### src/rtl/tcu_tile_scheduler_if.sv
// Handshake bundle between the tile scheduler and its job source, operand
// stream, tensor core control and result consumer.
// KW must match the KW parameter of the tcu_tile_scheduler it connects to.
interface tcu_tile_scheduler_if #(
  parameter int KW = 8
);
  logic          req_valid;
  logic [KW-1:0] req_ktiles;
  logic          req_ready;
  logic          tile_valid;
  logic          tile_ready;
  logic          core_load;
  logic          c_sel;
  logic          w_capture;
  logic          resp_valid;
  logic          resp_ready;
  logic          flush;
  logic          busy;

  // Scheduler side
  modport slave (
    input  req_valid, req_ktiles, tile_valid, resp_ready, flush,
    output req_ready, tile_ready, core_load, c_sel, w_capture, resp_valid, busy
  );

  // Job source / datapath side
  modport master (
    output req_valid, req_ktiles, tile_valid, resp_ready, flush,
    input  req_ready, tile_ready, core_load, c_sel, w_capture, resp_valid, busy
  );
endinterface

### src/rtl/tcu_tile_scheduler.sv
// Tile scheduler for a 4x4 sub-tensor core: accepts a job of k tiles, fetches
// each A/B tile, fires the core, waits LATENCY cycles (2..255) for W, and
// accumulates by feeding W back as C for every tile after the first.
// Optional feature: define TCU_SCHED_PERF_CNT_EN to add the 32-bit saturating
// perf_busy_cycles output counting cycles with busy high.
module tcu_tile_scheduler #(
  parameter int LATENCY = 11,
  parameter int KW      = 8
) (
  input logic                 clk,
  input logic                 rst,
  tcu_tile_scheduler_if.slave bus
`ifdef TCU_SCHED_PERF_CNT_EN
  ,
  output logic [31:0]         perf_busy_cycles
`endif
);

  typedef enum logic [2:0] {
    S_IDLE,
    S_FETCH,
    S_ISSUE,
    S_WAIT,
    S_RESP
  } state_t;

  localparam logic [7:0]    WAIT_LOAD = 8'(LATENCY - 1);
  localparam logic [KW-1:0] K_ONE     = KW'(1);

  state_t        r_state;
  logic [7:0]    r_waitCnt;
  logic [KW-1:0] r_kLeft;
  logic          r_reqReady;
  logic          r_tileReady;
  logic          r_coreLoad;
  logic          r_cSel;
  logic          r_wCapture;
  logic          r_respValid;
  logic          r_busy;

  logic [KW-1:0] w_reqKtiles;

  // A zero-length job still runs one tile
  assign w_reqKtiles = (bus.req_ktiles == '0) ? K_ONE : bus.req_ktiles;

  // Scheduler FSM; every output is a register loaded alongside the state change
  always_ff @(posedge clk or posedge rst) begin
    if (rst) begin
      r_state     <= S_IDLE;
      r_waitCnt   <= '0;
      r_kLeft     <= '0;
      r_reqReady  <= 1'b1;
      r_tileReady <= 1'b0;
      r_coreLoad  <= 1'b0;
      r_cSel      <= 1'b0;
      r_wCapture  <= 1'b0;
      r_respValid <= 1'b0;
      r_busy      <= 1'b0;
    end else if (bus.flush) begin
      r_state     <= S_IDLE;
      r_waitCnt   <= '0;
      r_kLeft     <= '0;
      r_reqReady  <= 1'b1;
      r_tileReady <= 1'b0;
      r_coreLoad  <= 1'b0;
      r_cSel      <= 1'b0;
      r_wCapture  <= 1'b0;
      r_respValid <= 1'b0;
      r_busy      <= 1'b0;
    end else begin
      case (r_state)
        S_IDLE: begin
          if (bus.req_valid) begin
            r_kLeft     <= w_reqKtiles;
            r_cSel      <= 1'b0;
            r_reqReady  <= 1'b0;
            r_tileReady <= 1'b1;
            r_busy      <= 1'b1;
            r_state     <= S_FETCH;
          end
        end
        S_FETCH: begin
          if (bus.tile_valid) begin
            r_tileReady <= 1'b0;
            r_coreLoad  <= 1'b1;
            r_state     <= S_ISSUE;
          end
        end
        S_ISSUE: begin
          r_coreLoad <= 1'b0;
          r_waitCnt  <= WAIT_LOAD;
          r_wCapture <= 1'b0;
          r_state    <= S_WAIT;
        end
        S_WAIT: begin
          if (r_waitCnt == 8'd0) begin
            r_wCapture <= 1'b0;
            r_kLeft    <= r_kLeft - K_ONE;
            if (r_kLeft > K_ONE) begin
              r_cSel      <= 1'b1;
              r_tileReady <= 1'b1;
              r_state     <= S_FETCH;
            end else begin
              r_respValid <= 1'b1;
              r_state     <= S_RESP;
            end
          end else begin
            r_waitCnt  <= r_waitCnt - 8'd1;
            r_wCapture <= (r_waitCnt == 8'd1);
          end
        end
        S_RESP: begin
          if (bus.resp_ready) begin
            r_respValid <= 1'b0;
            r_reqReady  <= 1'b1;
            r_busy      <= 1'b0;
            r_state     <= S_IDLE;
          end
        end
        default: begin
          r_state     <= S_IDLE;
          r_reqReady  <= 1'b1;
          r_tileReady <= 1'b0;
          r_coreLoad  <= 1'b0;
          r_wCapture  <= 1'b0;
          r_respValid <= 1'b0;
          r_busy      <= 1'b0;
        end
      endcase
    end
  end

  // A flush cycle must not hand out any handshake or strobe, so mask them with it
  assign bus.req_ready  = r_reqReady  & ~bus.flush;
  assign bus.tile_ready = r_tileReady & ~bus.flush;
  assign bus.core_load  = r_coreLoad  & ~bus.flush;
  assign bus.w_capture  = r_wCapture  & ~bus.flush;
  assign bus.resp_valid = r_respValid & ~bus.flush;
  assign bus.c_sel      = r_cSel;
  assign bus.busy       = r_busy;

`ifdef TCU_SCHED_PERF_CNT_EN
  logic [31:0] r_perfBusy;

  // Busy-cycle counter that sticks at all-ones instead of wrapping
  always_ff @(posedge clk or posedge rst) begin
    if (rst) begin
      r_perfBusy <= '0;
    end else if (r_busy && (r_perfBusy != 32'hFFFF_FFFF)) begin
      r_perfBusy <= r_perfBusy + 32'd1;
    end
  end

  assign perf_busy_cycles = r_perfBusy;
`endif

endmodule

### src/flat_wrapper.sv
// flat-port wrapper written by rule: the top's interface ports become plain ports
module tcu_tile_scheduler_flat 
#(
  parameter int LATENCY = 11,
  parameter int KW      = 8
)
  (clk, rst, bus_req_valid, bus_req_ktiles, bus_tile_valid, bus_resp_ready, bus_flush, bus_req_ready, bus_tile_ready, bus_core_load, bus_c_sel, bus_w_capture, bus_resp_valid, bus_busy);
  tcu_tile_scheduler_if #(.KW(KW)) bus_i ();
  input logic clk;
  input logic rst;
  input wire logic [$bits(bus_i.req_valid)-1:0] bus_req_valid;
  input wire logic [$bits(bus_i.req_ktiles)-1:0] bus_req_ktiles;
  input wire logic [$bits(bus_i.tile_valid)-1:0] bus_tile_valid;
  input wire logic [$bits(bus_i.resp_ready)-1:0] bus_resp_ready;
  input wire logic [$bits(bus_i.flush)-1:0] bus_flush;
  output wire logic [$bits(bus_i.req_ready)-1:0] bus_req_ready;
  output wire logic [$bits(bus_i.tile_ready)-1:0] bus_tile_ready;
  output wire logic [$bits(bus_i.core_load)-1:0] bus_core_load;
  output wire logic [$bits(bus_i.c_sel)-1:0] bus_c_sel;
  output wire logic [$bits(bus_i.w_capture)-1:0] bus_w_capture;
  output wire logic [$bits(bus_i.resp_valid)-1:0] bus_resp_valid;
  output wire logic [$bits(bus_i.busy)-1:0] bus_busy;
  assign bus_i.req_valid = bus_req_valid;
  assign bus_i.req_ktiles = bus_req_ktiles;
  assign bus_i.tile_valid = bus_tile_valid;
  assign bus_i.resp_ready = bus_resp_ready;
  assign bus_i.flush = bus_flush;
  assign bus_req_ready = bus_i.req_ready;
  assign bus_tile_ready = bus_i.tile_ready;
  assign bus_core_load = bus_i.core_load;
  assign bus_c_sel = bus_i.c_sel;
  assign bus_w_capture = bus_i.w_capture;
  assign bus_resp_valid = bus_i.resp_valid;
  assign bus_busy = bus_i.busy;
  tcu_tile_scheduler #(.LATENCY(LATENCY), .KW(KW)) u_core (.clk(clk), .rst(rst), .bus(bus_i));
endmodule
### config.mk
export PLATFORM = sky130hd
export DESIGN_NAME = tcu_tile_scheduler_flat
export DESIGN_NICKNAME = d
export VERILOG_FILES = /design/src/rtl/tcu_tile_scheduler_if.sv /design/src/rtl/tcu_tile_scheduler.sv /design/src/flat_wrapper.sv
export SDC_FILE = /design/constraint.sdc
export NUM_CORES = 1
export LEC_CHECK = 0
export ABC_AREA = 1
export ABC_CLOCK_PERIOD_IN_PS = 1940
export CORE_MARGIN = 5
export CORE_UTILIZATION = 45
export CTS_CLUSTER_DIAMETER = 80
export DETAILED_ROUTE_END_ITERATION = 10
export PLACE_DENSITY = 0.66
export SYNTH_ARGS = -nofsm -noshare
export SYNTH_HDL_FRONTEND = slang
export SYNTH_SLANG_ARGS = --single-unit
### constraint.sdc
create_clock -name clk -period 1.94 [get_ports clk]
set_clock_uncertainty 0.1 [all_clocks]
set_input_delay 0.388 -clock clk [delete_from_list [all_inputs] [get_ports clk]]
set_output_delay 0.388 -clock clk [all_outputs]
set_load 0.005 [all_outputs]
; Yosys cells after proc, flatten, opt, wreduce, memory -nomap -nowiden
; Index checks and enable logic that the tools add are counted.
[totals]
reg_bits = 26
inputBits = 14
output_inout_bits = 7
word_cells = 94
[op_classes]
n_bitwise = 6
n_addsub = 2
n_reduce_logical = 18
eq_ne = 17
order_cmp = 1
muxes = 40
[op_table]
columns = operator, count
row1 = 2-to-1 mux 8 bit, 6
row2 = one-hot mux 8 bit (2 select lines), 2
row3 = 2-to-1 mux 1 bit, 18
row4 = 2-to-1 mux 3 bit, 6
row5 = logical NOT 8 bit, 2
row6 = "subtractor 8 x 1 -> 8 bit, second input constant", 2
row7 = "!= test 3 bit, second input constant", 5
row8 = one-hot mux 3 bit (5 select lines), 1
row9 = AND reduction 4 bit, 3
row10 = OR reduction 3 bit, 4
row11 = "!= test 2 x 1 -> 1 bit, second input constant", 5
row12 = one-hot mux 1 bit (3 select lines), 3
row13 = "equality test 8 x 1 -> 1 bit, second input constant", 1
row14 = "greater-than comparator 8 x 1 -> 1 bit, second input constant", 1
row15 = "equality test 3 x 2 -> 1 bit, second input constant", 2
row16 = "!= test 3 x 2 -> 1 bit, second input constant", 2
row17 = one-hot mux 1 bit (2 select lines), 3
row18 = AND reduction 3 bit, 2
row19 = nonzero test 3 bit, 2
row20 = AND 1 bit, 5
row21 = AND reduction 5 bit, 1
row22 = one-hot mux 1 bit (4 select lines), 1
row23 = AND reduction 2 bit, 2
row24 = "equality test 3 x 1 -> 1 bit, second input constant", 1
row25 = other kinds (4), 4

; Logic depth before layout (Yosys ltp)
; Gate-level depths: netlist of the first run.
[depth]
ltp_word = 5
ltp_mapped = 11
ltp_nobuf = 10

; Worst setup path before layout of the first run
; Ideal clock, no wire load.
[synth_timing]
path_type = flip-flop to flip-flop
start = register u_core.r_waitCnt[0]
end = register u_core.r_waitCnt[4]
arrival_ps = 1435
setup_slack_ps = 286
n_path_buf = 1
required_ps = 1721
setup_ps = 119
stages_incl_launch_ff = 11
synth_period_minus_slack_ps = 1654
path_cell_list = dfrtp_1 > inv_1 > ha_1 > nand2_1 > nor2_1 > nand2_2 > nand2_2 > inv_2 > buf_6 > nand3_1 > o21ai_2
[synth_via]
elab_chain_len = 4
elab_cells_between_ends = 7
classes_between = 1 x add/sub / 1 x eq/ne / 3 x mux / 2 x reduce/logical
[synth_lines]
columns = element, line
row1 = "start, declared", tcu_tile_scheduler.sv:31  ; logic [7:0] r_waitCnt;
row2 = "start signal, assigned", tcu_tile_scheduler.sv:108  ; r_waitCnt <= r_waitCnt - 8'd1;
row3 = subtractor 8 x 1 -> 8 bit, tcu_tile_scheduler.sv:108
row4 = 2-to-1 mux 8 bit, tcu_tile_scheduler.sv:96  ; if (r_waitCnt == 8'd0) begin
row5 = one-hot mux 8 bit (2 select lines), tcu_tile_scheduler.sv:71  ; case (r_state)
row6 = 2-to-1 mux 8 bit, tcu_tile_scheduler.sv:59  ; end else if (bus.flush) begin
; Several ways; a longest one is shown, not always the timed one. The select of a mux whose other input is x is not followed.
; A chain may end at the register's enable or synchronous reset.

; Final worst setup path of the first run
[layout_timing]
start = input port bus_flush
end = output port bus_resp_valid
[layout_via]
elab_chain_len = 2
[layout_lines]
columns = element, line
row1 = "start, declared", flat_wrapper.sv:15  ; input wire logic [$bits(bus_i.flush)-1:0] bus_flush;
row2 = inverter 1 bit, tcu_tile_scheduler.sv:138  ; assign bus.resp_valid = r_respValid & ~bus.flush;
row3 = AND 1 bit, tcu_tile_scheduler.sv:138
row4 = "end, declared", flat_wrapper.sv:21  ; output wire logic [$bits(bus_i.resp_valid)-1:0] bus_resp_valid;
; Every way passes these cells.

==> flow_results.xml, run 1 <==
<?xml version="1.0" encoding="UTF-8"?>
<metrics>
  <group name="outcome">
    <metric name="outcome" unit="">complete, no violations</metric>
  </group>
  <group name="setup_path">
    <metric name="worst-endpoint-arrival" unit="ns">1.41</metric>
    <metric name="critical_path_peak_fanout" unit="">8</metric>
    <metric name="worstPathCellList" unit="">dlygate4sd2_1 &gt; nor2_1 &gt; clkdlybuf4s50_1</metric>
    <metric name="critical_path.n_buffers_inverters" unit="">2</metric>
    <metric name="cp_endpoint_kind" unit="">output port</metric>
    <metric name="setup.worst_path.start_class" unit="">input port</metric>
    <metric name="cp_top_family" unit="">buffers and inverters</metric>
    <metric name="cp_slowest_stage_delay" unit="ns">0.52</metric>
    <metric name="crit_slowest_cell" unit="">clkdlybuf4s50_1</metric>
    <metric name="data_required_critical_path" unit="ns">1.45</metric>
    <metric name="worstSetupPathType" unit="">in2out</metric>
  </group>
  <group name="floorplanning">
    <metric name="std_cell_rows" unit="">23</metric>
    <metric name="initial_core_util" unit="%">46.4</metric>
    <metric name="die_w" unit="um">74.2</metric>
    <metric name="fp.dieArea" unit="sq mm">0.00550</metric>
    <metric name="die_h" unit="um">74.2</metric>
    <metric name="top_level_ports" unit="">21</metric>
    <metric name="core" unit="sq mm">0.00400</metric>
  </group>
  <group name="cells_and_area">
    <metric name="multi_input_area" unit="sq mm">0.00101</metric>
    <metric name="postLayoutCellArea" unit="sq mm">0.00229</metric>
    <metric name="area_growth_syn_to_layout" unit="%">23.5</metric>
    <metric name="nets" unit="">333</metric>
    <metric name="final_util" unit="%">57.2</metric>
    <metric name="fillCellCount" unit="">398</metric>
    <metric name="layout_commonest_cell" unit="">nand2_1</metric>
    <metric name="finish.cell_count_without_fillers" unit="">364</metric>
    <metric name="most_used_cells_in_the_layout_excluding_fill_and_tap_cells" unit="">nand2_1, nor2_1, inv_1</metric>
    <metric name="layout-drive-gt1-share" unit="%">16.9</metric>
    <metric name="antenna-diode-count" unit="">0</metric>
    <metric name="area.sequential" unit="sq um">652</metric>
  </group>
  <group name="clocking">
    <metric name="cts_max_level" unit="">1</metric>
    <metric name="worst_skew_pair.late_latency" unit="ns">0.28</metric>
    <metric name="worst_setup_hold_path_clk_slew" unit="ns">0.09</metric>
    <metric name="clock_tree_from_tritoncts" unit="">built</metric>
    <metric name="clock_tree.root_cell" unit="">clkbuf_8</metric>
    <metric name="clock_path_buffers" unit="">2</metric>
    <metric name="numClockSinks" unit="">26</metric>
    <metric name="cts_inserted_buffers" unit="">3</metric>
  </group>
  <group name="run">
    <metric name="maxcap_viol_count" unit="">0</metric>
  </group>
  <group name="place">
    <metric name="routability_driven_placement_congestion_ratio" unit="">0.864</metric>
    <metric name="hpwlAfterDp" unit="um">3300</metric>
    <metric name="number_of_placed_instances_with_taps_included" unit="">360</metric>
    <metric name="minimum_setup_slack_after_placement" unit="ns">-0.210</metric>
    <metric name="post_dp_cell_area" unit="sq mm">0.00224</metric>
    <metric name="port_buffers" unit="">20</metric>
  </group>
  <group name="drt">
    <metric name="drtIter0Drc" unit="">60</metric>
    <metric name="postRouteWirelength" unit="um">4220</metric>
    <metric name="routed_wire_length_per_instance" unit="um">11.6</metric>
    <metric name="detailedRoute.firstPassIterationCount" unit="">4</metric>
    <metric name="dr_total_vias" unit="">1792</metric>
    <metric name="route.antenna.remaining_nets" unit="">0</metric>
    <metric name="drc_errors" unit="">0</metric>
    <metric name="average_vias_per_placed_instance" unit="">4.92</metric>
  </group>
  <group name="sta">
    <metric name="grt_setup_unrepaired" unit="">no</metric>
    <metric name="finalHoldViolCount" unit="">0</metric>
    <metric name="finalCriticalPeriod" unit="ns">1.90</metric>
    <metric name="fmaxAchievable" unit="MHz">528</metric>
    <metric name="maxSlewHeadroom" unit="%">68.1</metric>
    <metric name="tightestPinTransition" unit="ns">0.477</metric>
    <metric name="worst_slack" unit="ns">0.0446</metric>
    <metric name="layout_worst_path_cycle_share" unit="%">97.7</metric>
    <metric name="drv_slew" unit="">0</metric>
    <metric name="final-setup-viol-count" unit="">0</metric>
  </group>
  <group name="global_route">
    <metric name="grt_overflow" unit="">0</metric>
    <metric name="number_of_antenna_violations_at_the_first_check_in_global_routing" unit="">0</metric>
    <metric name="track_usage" unit="%">17.3</metric>
    <metric name="maximum_number_of_pins_on_one_net_before_global_route_repair" unit="">27</metric>
    <metric name="first_global_vias" unit="">1700</metric>
    <metric name="wire_length_of_the_first_global_routing_pass" unit="um">7450</metric>
  </group>
  <group name="logic_synthesis">
    <metric name="netlist.area_leader.share" unit="%">33.7</metric>
    <metric name="post_synth.cell_area_avg" unit="sq um">6.82</metric>
    <metric name="yosysTopAreaCell" unit="">dfrtp_1</metric>
    <metric name="syn-num-nets" unit="">290</metric>
    <metric name="synth_warnings" unit="">0</metric>
    <metric name="synth.distinct_cells" unit="">30</metric>
    <metric name="synth.area.top_cells" unit="">dfrtp_1, nand2_1, nor2_1</metric>
    <metric name="synth.cell_area" unit="sq mm">0.00185</metric>
    <metric name="synth.yosys.seq_area_share" unit="%">35.2</metric>
    <metric name="synthCells" unit="">272</metric>
    <metric name="number_of_synthesized_register_bits" unit="">26</metric>
  </group>
  <group name="power">
    <metric name="power.total" unit="uW">2610</metric>
    <metric name="cellLeakagePower" unit="uW">0.00121</metric>
    <metric name="pwr_density_cell" unit="mW/mm^2">1140</metric>
    <metric name="vdd.ir_drop.worst" unit="mV">0.827</metric>
  </group>
  <group name="min_path">
    <metric name="hold_path.class" unit="">in2async</metric>
  </group>
</metrics>
==> cell usage after synthesis, drive strengths merged <==
master   n
a21boi   1
nand2   87
buf      5
xor2     2
ha       4
o21bai   1
o22ai    2
nor3     1
dfrtp   25
xnor2    1
o211ai   1
dfstp    1
inv     40
a22oi    1
nand4    3
o21ai   22
a21oi    6
o21a     1
nand3   25
nor2    43
==> final cells by class <==
class	instances	share of cell area [%]
clock buffers	4	1.97
inverters	40	6.56
multi-input cells	201	43.9
flip-flops and latches	26	28.5
well taps	50	2.73
repair buffers	43	16.3
==> metal layers <==
metal | wire (um) | up-vias | track usage [%]
li1 | - | 939 | -
met1 | 2000 | 833 | 22.3
met2 | 2090 | 16 | 30.0
met3 | 91 | 4 | 3.24
met4 | 37 | 0 | 3.62
met5 | 0 | - | 0
==> kinds of logic after synthesis <==
family                     Yosys count  synth area share (%)
buffers and inverters               45                  10.7
AOI/OAI and AO/OA                   35                  12.1
xor gates and xnor gates             3                  1.42
DFF                                 26                  35.2
adders and majority gates            4                  2.70
and+or+nand+nor                    159                  37.9
==> path summary, 6_finish.rpt <==
| path | slack (ns) | depth (start not counted) | start | end |
|---|---|---|---|---|
| worst max-delay path | 0.04 | 3 | bus_flush | bus_resp_valid |
| worst min-delay path | 0.36 | 3 | rst | u_core.r_waitCnt[5] |
| worst max register to register | 0.17 | 8 | u_core.r_state[0] | u_core.r_respValid |
| worst min register to register | 0.38 | 2 | u_core.r_tileReady | u_core.r_tileReady |
| max in group asynchronous | 1.06 | 3 | rst | u_core.r_reqReady |
| min in group clk | 0.38 | 2 | u_core.r_tileReady | u_core.r_tileReady |
==> sequential cells by signal, summed over array words and instances, names as in the netlist <==
name,count
u_core.r_tileReady,1
u_core.r_coreLoad,1
u_core.r_waitCnt,8
u_core.r_kLeft,8
u_core.r_respValid,1
u_core.bus.busy,1
u_core.r_state,3
u_core.bus.c_sel,1
u_core.r_reqReady,1
u_core.r_wCapture,1
==> what timing repair did <==
item | CTS | global route
hold buffers | 0 | 0
resized for setup | 1 | 2
setup buffers | 0 | 0
endpoints found under the setup margin | 5 | 2
==> through the flow <==
step                      TNS (ns)  hold WS [ns]
final                            0         0.361
after global routing             0         0.409
after CTS                        0         0.375
after detailed placement     -4.16         0.363
after global placement       -3.04         0.362
after floorplan                  0         0.327
==> worst reg2reg max path, cell delays in order, from the launching register on <==
cell and delay [ns]:
dfrtp_1 0.48, nor2_2 0.31, nand2_1 0.14, nor2_1 0.16
nand2_1 0.16, nand3_2 0.13, inv_1 0.06, nand2_1 0.07
nand2_1 0.05
==> where the power goes <==
group / leakage, uW / switching, uW / total (uW) / internal (uW)
clock network: 0.0000228 / 165 / 313 / 147
registers: 0.000339 / 153 / 846 / 694
logic: 0.000851 / 848 / 1450 / 601
total: 0.00121 / 1170 / 2610 / 1440
Power figures use the tool's default switching activity.
==> run 2: changes to the inputs <==
--- a/config.mk
+++ b/config.mk
@@ -8,10 +8,10 @@
 export ABC_AREA = 1
 export ABC_CLOCK_PERIOD_IN_PS = 1940
 export CORE_MARGIN = 5
-export CORE_UTILIZATION = 45
+export CORE_UTILIZATION = 56
 export CTS_CLUSTER_DIAMETER = 80
 export DETAILED_ROUTE_END_ITERATION = 10
-export PLACE_DENSITY = 0.66
+export PLACE_DENSITY = 0.8
 export SYNTH_ARGS = -nofsm -noshare
 export SYNTH_HDL_FRONTEND = slang
 export SYNTH_SLANG_ARGS = --single-unit
==> run 2 against run 1 <==
  * Sequential share of layout area rose by 0.70 points
  * Fmax rose by 2.1%
  * Clock-buffer cell count did not move
  * Register-to-register slack barely moved
  * Design area fell by 2.4%
  * Hold slack got worse by 0.069 ns
  * Clock power fell by 22%
  * Sequential power barely moved
  * First-iteration DRC count rose by 70%
  * Power fell by 2.7%
==> flow_results.xml, run 2 (synthesis results as in run 1) <==
<?xml version="1.0" encoding="UTF-8"?>
<metrics>
  <group name="outcome">
    <metric name="outcome" unit="">complete, no violations</metric>
  </group>
  <group name="global_route">
    <metric name="first_global_vias" unit="">1706</metric>
    <metric name="maximum_number_of_pins_on_one_net_before_global_route_repair" unit="">27</metric>
    <metric name="grt_overflow" unit="">0</metric>
    <metric name="number_of_antenna_violations_at_the_first_check_in_global_routing" unit="">0</metric>
    <metric name="wire_length_of_the_first_global_routing_pass" unit="um">7270</metric>
    <metric name="track_usage" unit="%">20.7</metric>
  </group>
  <group name="floorplanning">
    <metric name="die_h" unit="um">67.5</metric>
    <metric name="top_level_ports" unit="">21</metric>
    <metric name="fp.dieArea" unit="sq mm">0.00456</metric>
    <metric name="initial_core_util" unit="%">59.8</metric>
    <metric name="core" unit="sq mm">0.00310</metric>
    <metric name="die_w" unit="um">67.5</metric>
    <metric name="std_cell_rows" unit="">20</metric>
  </group>
  <group name="cells_and_area">
    <metric name="finish.cell_count_without_fillers" unit="">355</metric>
    <metric name="most_used_cells_in_the_layout_excluding_fill_and_tap_cells" unit="">nand2_1, nor2_1, inv_1</metric>
    <metric name="largest_registers" unit="">u_core.r_kLeft (8), u_core.r_waitCnt (8), u_core.r_state (3)</metric>
    <metric name="nets" unit="">330</metric>
    <metric name="layout_commonest_cell" unit="">nand2_1</metric>
    <metric name="layout-drive-gt1-share" unit="%">15.8</metric>
    <metric name="antenna-diode-count" unit="">0</metric>
    <metric name="area_growth_syn_to_layout" unit="%">20.5</metric>
  </group>
  <group name="clocking">
    <metric name="cts_max_level" unit="">1</metric>
    <metric name="cts_hold_repair.buffers" unit="">0</metric>
    <metric name="numClockSinks" unit="">26</metric>
    <metric name="cts_inserted_buffers" unit="">3</metric>
    <metric name="clock_tree.root_cell" unit="">clkbuf_4</metric>
    <metric name="worst_setup_hold_path_clk_slew" unit="ns">0.14</metric>
    <metric name="ctsResizeCount" unit="">2</metric>
    <metric name="worst_skew_pair.late_latency" unit="ns">0.33</metric>
    <metric name="clock_tree_from_tritoncts" unit="">built</metric>
    <metric name="clock_path_buffers" unit="">2</metric>
    <metric name="post-cts-setup-buffers" unit="">0</metric>
  </group>
  <group name="setup_path">
    <metric name="worst-endpoint-arrival" unit="ns">1.37</metric>
    <metric name="worstSetupPathType" unit="">in2out</metric>
    <metric name="data_required_critical_path" unit="ns">1.45</metric>
    <metric name="setup.worst_path.start_class" unit="">input port</metric>
    <metric name="timing.reg2reg.worst_path_depth" unit="">9</metric>
    <metric name="critical_path_peak_fanout" unit="">8</metric>
    <metric name="cp_endpoint_kind" unit="">output port</metric>
  </group>
  <group name="drt">
    <metric name="drc_errors" unit="">0</metric>
    <metric name="drtIter0Drc" unit="">102</metric>
    <metric name="routed_wire_length_per_instance" unit="um">11.8</metric>
    <metric name="postRouteWirelength" unit="um">4190</metric>
    <metric name="average_vias_per_placed_instance" unit="">4.99</metric>
    <metric name="dr_total_vias" unit="">1771</metric>
    <metric name="route.antenna.remaining_nets" unit="">0</metric>
    <metric name="detailedRoute.firstPassIterationCount" unit="">4</metric>
  </group>
  <group name="place">
    <metric name="hpwlAfterDp" unit="um">3190</metric>
    <metric name="routability_driven_placement_congestion_ratio" unit="">0.851</metric>
    <metric name="port_buffers" unit="">20</metric>
    <metric name="number_of_placed_instances_with_taps_included" unit="">351</metric>
  </group>
  <group name="power">
    <metric name="power_switching_share" unit="%">46.4</metric>
    <metric name="p_int" unit="uW">1360</metric>
    <metric name="switching_power" unit="uW">1180</metric>
    <metric name="power.share.clock" unit="%">9.6</metric>
    <metric name="vdd.ir_drop.worst" unit="mV">0.684</metric>
    <metric name="cellLeakagePower" unit="uW">0.00118</metric>
    <metric name="pwr_density_cell" unit="mW/mm^2">1140</metric>
    <metric name="power.sequential.fraction" unit="%">33.3</metric>
    <metric name="p_comb_share" unit="%">57.1</metric>
  </group>
  <group name="sta">
    <metric name="layout_worst_path_cycle_share" unit="%">95.7</metric>
    <metric name="fmaxAchievable" unit="MHz">538</metric>
    <metric name="final-setup-viol-count" unit="">0</metric>
    <metric name="grt_setup_unrepaired" unit="">no</metric>
    <metric name="worst_hold_slack" unit="ns">0.292</metric>
    <metric name="finalHoldViolCount" unit="">0</metric>
    <metric name="tightestPinTransition" unit="ns">0.457</metric>
    <metric name="maxSlewHeadroom" unit="%">69.4</metric>
    <metric name="finalCriticalPeriod" unit="ns">1.86</metric>
    <metric name="drv_slew" unit="">0</metric>
  </group>
  <group name="run">
    <metric name="maxcap_viol_count" unit="">0</metric>
  </group>
  <group name="min_path">
    <metric name="hold_path.class" unit="">in2async</metric>
  </group>
</metrics>
-- run 2: cell count changes in the layout (fill, tap and decap cells not counted), sizes merged --
cell | before | now
dlymetal6s2s | 1 | 0
dlygate4sd2 | 1 | 2
buf | 23 | 20
-- run 2: layout make-up --
class                      count  area, sq um
inverter                      40          150
sequential                    26          652
clock buffer                   4         26.3
timing repair buffer          40          348
fill                         286          868
tap                           44         55.1
multi-input combinational    201         1000
-- run 2: through the flow --
| step | setup WS [ns] | cell area (sq um) | TNS, ns | util, % | total power, uW |
|---|---|---|---|---|---|
| 2_1_floorplan | 0.286 | 1850 | 0 | - | 1900 |
| 3_3_place_gp | -0.211 | 2210 | -3.42 | 71.3 | 2260 |
| 3_5_place_dp | -0.229 | 2210 | -4.19 | 71.3 | 2300 |
| 4_1_cts | 0.0723 | 2230 | 0 | 72.0 | 2550 |
| 5_1_grt | 0.00996 | 2230 | 0 | 72.0 | 2800 |
| 6_report | 0.0827 | 2230 | 0 | 72.0 | 2540 |
-- run 2: layer usage --
layer  routed length [um]  track usage, %  share of wire (%)  vias to the layer above
met5                    0               0                  0                        -
met4                   24            4.56               0.57                        0
met3                  116            2.16                2.8                        4
met2                 2070            37.2                 49                       24
met1                 1980            26.4                 47                      813
li1                     -               -                  -                      930
-- run 2: path summary, 6_finish.rpt --
check	from	end	slack, ns
max in group asynchronous	rst	u_core.r_reqReady	1.13
hold reg to reg	u_core.r_tileReady	u_core.r_tileReady	0.40
hold / removal	rst	u_core.r_waitCnt[5]	0.29
min in group clk	u_core.r_tileReady	u_core.r_tileReady	0.40
setup / recovery	bus_flush	bus_tile_ready	0.08
setup reg to reg	u_core.r_waitCnt[0]	u_core.r_kLeft[6]	0.17
-- run 2: worst max-delay path, cell delays in order --
cell	delay (ns)
dlygate4sd2_1	0.33
nor2_1	0.14
clkdlybuf4s50_1	0.51
-- run 2: power groups by stage --
stage          combinational [uW]  sequential, uW  clock (uW)
3_5_place_dp                 1450             850           0
5_1_grt                      1650             873         270
3_3_place_gp                 1410             851           0
4_1_cts                      1460             843         253
2_1_floorplan                1070             826           0
6_report                     1450             846         243
